<file path="src/rtl/button_debouncer.sv">
`default_nettype none
// ============================================================================
//  Module      : button_debouncer
//  Description : Conditions one raw, asynchronous, active-low push-button pin.
//                The pin is brought into the clk domain through a 2-FF
//                synchroniser. The synchronised level is then accepted only
//                after it has differed from the current debounced level for
//                STABLE_CYCLES+1 consecutive cycles. Outputs:
//                  db_button_out : clean level, active-low (0 = pressed)
//                  press_pulse   : one-cycle high on an accepted 1->0
//                  release_pulse : one-cycle high on an accepted 0->1
//                  bounce_count  : saturating count of aborted checks
//                Ports:
//                  clk, rst (synchronous, active-high), button_raw_in,
//                  db_button_out, press_pulse, release_pulse,
//                  bounce_count[BOUNCE_W-1:0]
//  Revision    : 1.0 - initial release
// ============================================================================
module button_debouncer #(
    parameter int STABLE_CYCLES = 1000000,
    parameter int CNT_WIDTH     = 20,
    parameter int BOUNCE_W      = 8
) (
    input  logic                clk,
    input  logic                rst,
    input  logic                button_raw_in,
    output logic                db_button_out,
    output logic                press_pulse,
    output logic                release_pulse,
    output logic [BOUNCE_W-1:0] bounce_count
);

    localparam logic [0:0] S_STABLE = 1'b0;
    localparam logic [0:0] S_CHECK  = 1'b1;

    localparam logic [CNT_WIDTH-1:0] c_stable     = CNT_WIDTH'(STABLE_CYCLES);
    localparam logic [BOUNCE_W-1:0]  c_bounce_max = {BOUNCE_W{1'b1}};

    logic                 r_sync_q1;
    logic                 r_sync_q2;
    logic [0:0]           r_state;
    logic [CNT_WIDTH-1:0] r_cnt;
    logic                 r_db;
    logic                 r_press;
    logic                 r_release;
    logic [BOUNCE_W-1:0]  r_bounce;

    logic [0:0]           w_state_nxt;
    logic [CNT_WIDTH-1:0] w_cnt_nxt;
    logic                 w_db_nxt;
    logic                 w_press_nxt;
    logic                 w_release_nxt;
    logic [BOUNCE_W-1:0]  w_bounce_nxt;

    // State register, synchroniser and registered outputs. The synchroniser
    // resets to 1 (released) so a reset never fabricates a press.
    always_ff @(posedge clk) begin
        if (rst) begin
            r_sync_q1 <= 1'b1;
            r_sync_q2 <= 1'b1;
            r_state   <= S_STABLE;
            r_cnt     <= '0;
            r_db      <= 1'b1;
            r_press   <= 1'b0;
            r_release <= 1'b0;
            r_bounce  <= '0;
        end else begin
            r_sync_q1 <= button_raw_in;
            r_sync_q2 <= r_sync_q1;
            r_state   <= w_state_nxt;
            r_cnt     <= w_cnt_nxt;
            r_db      <= w_db_nxt;
            r_press   <= w_press_nxt;
            r_release <= w_release_nxt;
            r_bounce  <= w_bounce_nxt;
        end
    end

    // Next-state logic. The counter holds the number of consecutive cycles
    // the mismatch has been seen so far; acceptance happens on the cycle
    // the mismatch is seen once more with the counter at STABLE_CYCLES.
    always_comb begin
        w_state_nxt   = r_state;
        w_cnt_nxt     = r_cnt;
        w_db_nxt      = r_db;
        w_press_nxt   = 1'b0;
        w_release_nxt = 1'b0;
        w_bounce_nxt  = r_bounce;

        case (r_state)
            S_STABLE: begin
                if (r_sync_q2 != r_db) begin
                    w_state_nxt = S_CHECK;
                    w_cnt_nxt   = {{(CNT_WIDTH-1){1'b0}}, 1'b1};
                end else begin
                    w_cnt_nxt   = '0;
                end
            end
            S_CHECK: begin
                if (r_sync_q2 == r_db) begin
                    // Input fell back before it was accepted: one bounce.
                    w_state_nxt = S_STABLE;
                    w_cnt_nxt   = '0;
                    if (r_bounce != c_bounce_max) begin
                        w_bounce_nxt = r_bounce + 1'b1;
                    end
                end else if (r_cnt == c_stable) begin
                    w_db_nxt      = r_sync_q2;
                    w_press_nxt   = ~r_sync_q2;
                    w_release_nxt = r_sync_q2;
                    w_state_nxt   = S_STABLE;
                    w_cnt_nxt     = '0;
                end else begin
                    w_cnt_nxt = r_cnt + 1'b1;
                end
            end
            default: begin
                w_state_nxt = S_STABLE;
                w_cnt_nxt   = '0;
            end
        endcase
    end

    assign db_button_out = r_db;
    assign press_pulse   = r_press;
    assign release_pulse = r_release;
    assign bounce_count  = r_bounce;

endmodule
`default_nettype wire
</file>
<file path="config.mk">
export PLATFORM = sky130hd
export DESIGN_NAME = button_debouncer
export DESIGN_NICKNAME = d
export VERILOG_FILES = /design/src/rtl/button_debouncer.sv
export SDC_FILE = /design/constraint.sdc
export NUM_CORES = 1
export LEC_CHECK = 0
export BUFFER_PORTS_ARGS = -buffer_cell sky130_fd_sc_hd__buf_2
export CAP_MARGIN = 20
export CORE_UTILIZATION = 41
export DETAILED_ROUTE_END_ITERATION = 8
export PLACE_DENSITY_LB_ADDON = 0.15
export SYNTH_ARGS = -nofsm -noshare
export SYNTH_HDL_FRONTEND = slang
export SYNTH_SLANG_ARGS = --single-unit
</file>
<file path="constraint.sdc">
create_clock -name clk -period 1.8 [get_ports clk]
set_input_delay 0.27 -clock clk [delete_from_list [all_inputs] [get_ports clk]]
set_output_delay 0.27 -clock clk [all_outputs]
set_load 0.05 [all_outputs]
</file>
==> results of run 1 <==
[worst max-delay path, cell delays in order, from the launching register on]
cell                      delay (ps)
sky130_fd_sc_hd__dfxtp_1         440
sky130_fd_sc_hd__nand3_2         110
sky130_fd_sc_hd__or4_4           560
sky130_fd_sc_hd__or4_4           430
sky130_fd_sc_hd__a21oi_2         130
[cell families (layout without fill, tap and decap cells)]
group           count (synthesis)  after routing  synth area share, %
simple gates                   79             79                 29.2
compound gates                 27             27                 10.9
mux                             1              1                0.648
fa+ha+maj                       3              3                 2.43
flops                          34             34                 44.1
xor+xnor                       15             15                 8.51
buf+inv                        15             44                 4.21
[power breakdown]
part	switching, W	total, W	internal (W)
clock network	0.000259	0.000518	0.000259
registers	0.00000479	0.000761	0.000756
logic	0.0000140	0.0000233	0.00000927
total	0.000277	0.00130	0.00102
[metrics by stage]
| stage | TNS (ps) | instances |
|---|---|---|
| 2_1_floorplan | 0 | 174 |
| 3_3_place_gp | 0 | 241 |
| 3_5_place_dp | -24.1 | 241 |
| 4_1_cts | 0 | 248 |
| 5_1_grt | 0 | 249 |
| 6_report | 0 | 249 |
[final cells by class]
cell class / count / area (µm²)
Fill cell: 324 / 1600
Multi-Input combinational cell: 125 / 826
Sequential cell: 34 / 683
Timing Repair Buffer: 27 / 183
Clock buffer: 5 / 68.8
Tap cell: 46 / 57.6
Inverter: 10 / 37.5
Clock inverter: 2 / 10.0
[cells in the final DEF (no fill, tap or decap), drive strengths merged, types with 4 or more instances in the layout]
cell / instances
o21ai: 8
a21oi: 10
xor2: 4
clkbuf: 5
dfxtp: 34
nand3: 10
buf: 27
nor2: 20
or4: 5
and3: 8
xnor2: 11
nand2: 8
or3: 7
inv: 10
nand4: 5
[timing repair]
action	in CTS	in global routing
buffers inserted	0	1
pin swaps	0	1
resized for setup	2	5
endpoints found under the setup margin	3	11
[worst paths after layout]
path | from | endpoint | slack, ps | cells past startpoint
min reg2reg | r_sync_q1 | r_sync_q2 | 420 | 1
max | r_cnt[3] | r_cnt[19] | 60 | 4
max reg2reg | r_cnt[3] | r_cnt[19] | 60 | 4
min | button_raw_in | r_sync_q1 | 170 | 2
[flip-flops by register name, indices dropped and copies added (netlist names)]
register       count
bounce_count       8
r_sync_q2          1
r_state            1
r_cnt             20
db_button_out      1
r_sync_q1          1
press_pulse        1
release_pulse      1
[routing by layer]
layer  up-vias  track usage [%]  routed length, µm
li1        675                -                  -
met1       623             20.8               1460
met2        37             28.1               1500
met3         2             5.43                127
met4         0             5.40                 20
met5         -                0                  0
==> impl.org, run 1 <==
** Synth
- Number of instances in the synthesized netlist :: 174
- Cell type contributing the most total cell area after synthesis :: sky130_fd_sc_hd__dfxtp_1
- Leading cell types by count after synthesis :: sky130_fd_sc_hd__dfxtp_1 (34), sky130_fd_sc_hd__nor2_1 (20), sky130_fd_sc_hd__xnor2_1 (11)
- Portion of synthesized cell area occupied by the leading cell type :: 44.1%
- Among all cell types in the netlist, the one instantiated most often is sky130_fd_sc_hd__dfxtp_1.
- After synthesis the netlist holds a flip-flop and latch count of 34.
- The Yosys step of the flow raised 0 warnings.
- Count of cell types in the netlist :: 39
- After synthesis, flip-flops and latches occupy roughly 44% of the total area.
- Top cells by area, synth :: sky130_fd_sc_hd__dfxtp_1 (44%), sky130_fd_sc_hd__xnor2_1 (6.2%), sky130_fd_sc_hd__nor2_1 (4.9%)
- A synthesized cell averages around 9 µm².
- Among all flip-flop cells after synthesis, the most frequent one is sky130_fd_sc_hd__dfxtp_1.
- After synthesis the cells add up to 1540 µm².
- The synthesized design contains 0 enable-type register cells.
- Async SR Flop Fraction :: 0%
- When the netlist entered floorplanning its net count stood at 180.

** Floorplanning
- The core region is roughly 3500 µm².
- The die is 63.4 µm tall.
- Die width :: approximately 63 µm
- Total Die Area :: 4020 µm²
- Number of I/O pins :: 14
- The initialized floorplan defines 21 standard-cell rows.
- The initial utilization of the core area, before any placement, comes to 44.5%.

** STA
- Headroom to the max-slew limit came out at 54.9%.
- The final hold violation count was 0.
- Worst hold margin :: approximately 170 ps
- Dividing the final minimum period by the clock period gives between 90% and 100%.
- Setup repair after global routing left no endpoint under its margin.
- Tightest Pin Transition :: roughly 670 ps
- Setup violations remaining at the end of the flow were counted as 0.
- Max Clk Rate :: about 580 MHz
- Across all setup checks in the final design, the least slack found is around 64 ps.
- Number of max-slew violations in the final report :: 0
- The routed design could run at a clock period as short as 1740 ps.
- The clock arrives with 3.21 ps of skew.

** Detailed routing
- DRT antenna net count :: 0
- After the first detailed-routing iteration, the DRC count stood at 52.
- Detailed routing inserted a total of 1337 vias.
- Summed over all layers, the routed wires come to approximately 3100 µm.
- In the final routed layout, each cell accounts on average for approximately 12 µm.
- Number of vias per cell :: 5.37
- For this run, the detailed router's first-pass iteration total came to 5.
- After detailed routing, the number of remaining DRC violations is 0.

** Clock network
- TritonCTS built the clock tree.
- Number of buffers inserted during clock tree synthesis :: 5
- H-tree levels :: 2
- Counting along the longest clock path gives a buffer depth of 2.
- Clock insertion delay at the later pin of the skew report :: between 200 and 300 ps
- Sink Count :: 34
- Clock slew at reported path FFs :: 70 ps
- Hold-fix buffers, CTS :: 0
- The cell sitting at the root of the clock tree is a sky130_fd_sc_hd__clkbuf_8.

** Status
- Outcome :: finished, final reports clean

** Worst hold path
- Type of the tightest min-delay check :: primary input to flop

** Layout
- From synthesis to final layout, the design area changed by 20.8%.
- At the end of the flow the core is filled with cells to 53.8%.
- After the last flow step, the layout net total stands at 209.
- Fraction of final layout cells sized beyond drive strength 1 :: 24.1%
- 0 antenna diodes ended up in the layout.
- Cell area after layout :: around 1900 µm²

** Global routing
- Global-route wire length before repair :: 5300 µm
- Largest net degree at the start of global routing :: 20
- Global-route total usage across every layer :: 17.0%
- Global routing finished with a remaining overflow of 0.
- The number of antenna violations at the first check in global routing was 0.
- Via count of the first global-routing pass :: 1239

** Place
- OpenSTA, run right after detailed placement, puts the worst setup slack at -14.4 ps.
- At the end of routability-driven placement, the weighted congestion stood at 0.791.
- Standard cell area after detailed placement :: 1750 µm²
- Detailed placer's ending HPWL :: 2280 µm
- Buffers placed on the I/O ports in this run total 13.

** Power and ir drop
- The design draws 0.00130 W.
- In this run the power density over the cells is ~700 nW/µm².
- Reported leakage power :: 0.646 nW
- Largest vdd supply drop :: 456 µV

** Critical path
- STA classifies the critical path endpoint as a flop.
- Largest fanout on the critical path :: 8
- Required @ worst endpoint :: 2020 ps
- STA classifies the critical path startpoint as a flop.
- Critical setup path kind :: flop to flop
- Data arrives at the worst endpoint at roughly 2000 ps.

** Flow run
- Total of max-cap violations :: 0
No activity file was read; power rests on OpenSTA's default activity.
==> inputs of run 2 (changes only) <==
--- a/config.mk
+++ b/config.mk
@@ -7,7 +7,10 @@
 export LEC_CHECK = 0
 export BUFFER_PORTS_ARGS = -buffer_cell sky130_fd_sc_hd__buf_2
 export CAP_MARGIN = 20
+export CORE_ASPECT_RATIO = 1.5
 export CORE_UTILIZATION = 41
+export CTS_BUF_LIST = sky130_fd_sc_hd__clkbuf_8
+export CTS_CLUSTER_SIZE = 12
 export DETAILED_ROUTE_END_ITERATION = 8
 export PLACE_DENSITY_LB_ADDON = 0.15
 export SYNTH_ARGS = -nofsm -noshare
==> run 2 against run 1 <==
Global-route usage grew 0.73 points. Design area is the same. Clock power grew 9.3%. Core utilization shrank 2.7 points. Largest cell class unchanged. Power grew 3.7%. Via count shrank 1.5%. Highest routed layer unchanged.
==> impl.org, run 2 (same netlist as run 1, synthesis figures left out) <==
** Status
- The run finished with clean final reports.

** Clock network
- The insertion delay of the later-clocked pin in the worst-skew pair is 280 ps (about the same).
- Number of buffers inserted during clock tree synthesis :: 5 (unchanged)
- The maximum root-to-sink buffer count came to 2 (unchanged).
- TritonCTS built the clock tree.
- The clock sink count was 34 (unchanged).
- The root buffer cell chosen for the clock tree is sky130_fd_sc_hd__clkbuf_8.
- Clock slew at reported path FFs :: 70 ps (about the same)
- The H-tree depth reported by CTS came to 2 (unchanged).
- Hold-fix buffers, CTS :: 0 (unchanged)

** STA
- Portion of the clock cycle consumed by the worst path in the final layout :: 95.8% (-0.63 points)
- The total of endpoints with negative setup slack in the final report was 0 (unchanged).
- The final hold violation count is 0 (unchanged).
- Worst setup slack after layout :: 75.2 ps (+11.3 ps)
- The pin slew with the least headroom to its limit is 407 ps (-263 ps).
- The headroom to the max-slew limit is 72.6% (+18 points).
- Clock period minus final worst setup slack :: 1720 ps (-11.3 ps)
- The worst hold-check slack was 166 ps (-7.20 ps).
- The number of slew-limit violations in the final report came to 0 (unchanged).
- The worst clock skew is 6.63 ps (+3.42 ps).
- The maximum frequency from static timing analysis was 580 MHz (+0.65%).
- Unrepaired setup endpoints after global routing :: no
- Accumulated negative setup slack :: 0 ps (unchanged)

** Floorplanning
- The number of rows created at floorplan was 27 (+29%).
- Total Die Area :: 4020 µm² (+0.13%)
- The core outline area came to 3650 µm² (+5.2%).
- Chip height :: 77.2 µm (+22%)
- The initial core utilization is 42.3% (-2.2 points).
- The width of the die is 52.1 µm (-18%).
- The number of top-level pins came to 14 (unchanged).

** Place
- The placer congestion estimate was 0.819 (+3.6%).
- Detailed placer's ending HPWL :: 2320 µm (+1.6%)
- The count of port buffers added during placement was 13 (unchanged).
- The worst-case setup slack after placement was 38.1 ps (+52.5 ps).

** Critical path
- Critical setup path kind :: flop to flop
- FF-to-FF Start :: r_cnt[4]
- Largest fanout on the critical path :: 8 (unchanged)
- In this design, the critical path's most frequently occurring cell is sky130_fd_sc_hd__or4_4.
- STA classifies the critical path startpoint as a flop.
- Largest stage delay on the critical path :: 570 ps (about the same)
- Required @ worst endpoint :: 2020 ps (about the same)
- The depth of the worst register-to-register path came to 4 (unchanged).
- Destination of the worst register-to-register timing path :: r_cnt[19]
- The signal on the critical path passes through nand3_2, or4_4, or4_4, a21oi_2.
- Worst reg2reg setup slack :: 80 ps (about the same)
- Critical path endpoint category :: flop
- The largest individual stage delay along the critical path comes from the cell sky130_fd_sc_hd__or4_4.
- The data arrival at the endpoint of the critical path is 1950 ps (about the same).

** Worst hold path
- Hold path cells :: 2 (unchanged)
- Worst min-delay path endpoint :: r_sync_q1
- The tightest min-delay check is of the primary input to flop type.
- Launch instance of the worst min-delay path :: button_raw_in

** Layout
- Ant diodes :: 0 (unchanged)
- Number of flip-flops under the largest register name :: 20 (unchanged)
- Fraction of final layout cells sized beyond drive strength 1 :: 22.5% (-1.6 points)
- The count of nets after finishing is 209 (unchanged).
- The area overhead of the layout relative to synthesis is 20.8% (unchanged).
- The library cell used most frequently in the layout, excluding fill and tap cells, is sky130_fd_sc_hd__dfxtp_1.
- Top register by number of flip-flops :: r_cnt
- Commonest cells after routing, fill and taps aside :: sky130_fd_sc_hd__dfxtp_1 (34), sky130_fd_sc_hd__nor2_1 (20), sky130_fd_sc_hd__buf_2 (13), sky130_fd_sc_hd__buf_4 (13)
- Filler cell count in the final layout :: 375 (+16%)
- Final core utilization :: 51.1% (-2.7 points)

** Detailed routing
- The final wirelength came to 3100 µm (-0.51%).
- The per-cell routed wire length was 12.5 µm (+0.29%).
- Starting DRC count in detailed routing :: 36 (-31%)
- DRC violations left :: 0 (unchanged)
- The total number of vias came to 1317 (-1.5%).
- The remaining number of nets flagged by the antenna check after routing was 0 (unchanged).
- The length of the first detailed-routing pass in iterations is 4 (-1).
- The average vias per placed instance was 5.33 (-0.70%).

** Global routing
- The number of antenna violations at the first check in global routing came to 0 (unchanged).
- The number of global-route vias before repair came to 1259 (+1.6%).
- Global-route total usage across every layer :: 17.7% (+0.73 points)
- Total global routing overflow :: 0 (unchanged)
- The global-route wire length before repair was 5310 µm (+0.26%).
- Largest net degree at the start of global routing :: 20 (unchanged)

** Power and ir drop
- Pwr dens :: 724 nW/µm² (+3.7%)
- The peak supply drop is 587 µV (+29%).
- Post-layout total power :: 0.00135 W (+3.7%)
- Reported leakage power :: 0.653 nW (+1.1%)

** Flow run
- Total of max-cap violations :: 0 (unchanged)
-- run 2: routing by layer --
| layer | vias to the layer above | wire length [µm] | global-route usage [%] | part of all wire, % |
|---|---|---|---|---|
| met4 | 0 | 79 | 8.65 | 2.6 |
| met5 | - | 0 | 0 | 0 |
| met1 | 615 | 1230 | 17.4 | 40 |
| met2 | 17 | 1700 | 32.2 | 55 |
| li1 | 676 | - | - | - |
| met3 | 9 | 84 | 4.96 | 2.7 |
-- run 2: layout make-up --
type	instances	area, µm²	share of cell area [%]
Inverter	10	37.5	2.01
Sequential cell	34	681	36.5
Timing Repair Buffer	27	183	9.79
Tap cell	43	53.8	2.88
Clock buffer	6	82.6	4.43
Clock inverter	2	8.76	0.469
Multi-Input combinational cell	125	820	43.9
-- run 2: where the power goes --
part	switching, W	leakage, nW	internal [W]	total (W)
clock network	0.000264	0.0524	0.000303	0.000566
registers	0.00000443	0.274	0.000756	0.000761
logic	0.0000141	0.326	0.00000922	0.0000233
-- run 2: how the worst max path moves through the flow --
stage | slack (ps) | to | start
final | 80 | r_cnt[19] | r_cnt[4]
after global routing | 7 | r_cnt[16] | r_cnt[4]
after CTS | 10 | release_pulse | r_cnt[4]
after detailed placement | 40 | release_pulse | r_cnt[4]
after global placement | 70 | release_pulse | r_cnt[4]
after floorplan | 10 | r_cnt[19] | r_cnt[2]
-- run 2: through the flow --
stage / area, µm² / std cells
after floorplan: 1540 / 174
after global placement: 1750 / 239
after detailed placement: 1750 / 239
after CTS: 1850 / 247
after global routing: 1870 / 247
final: 1870 / 247
-- run 2: what timing repair did --
item,in CTS,in global routing
setup buffers,0,0
gates resized for setup,1,3
setup endpoints to repair,1,24
-- run 2: worst max-delay path, delay by kind of cell (launching register included) --
family / cells / cell delay, ps
flops: 1 / 420
simple gates: 3 / 1110
compound gates: 1 / 130
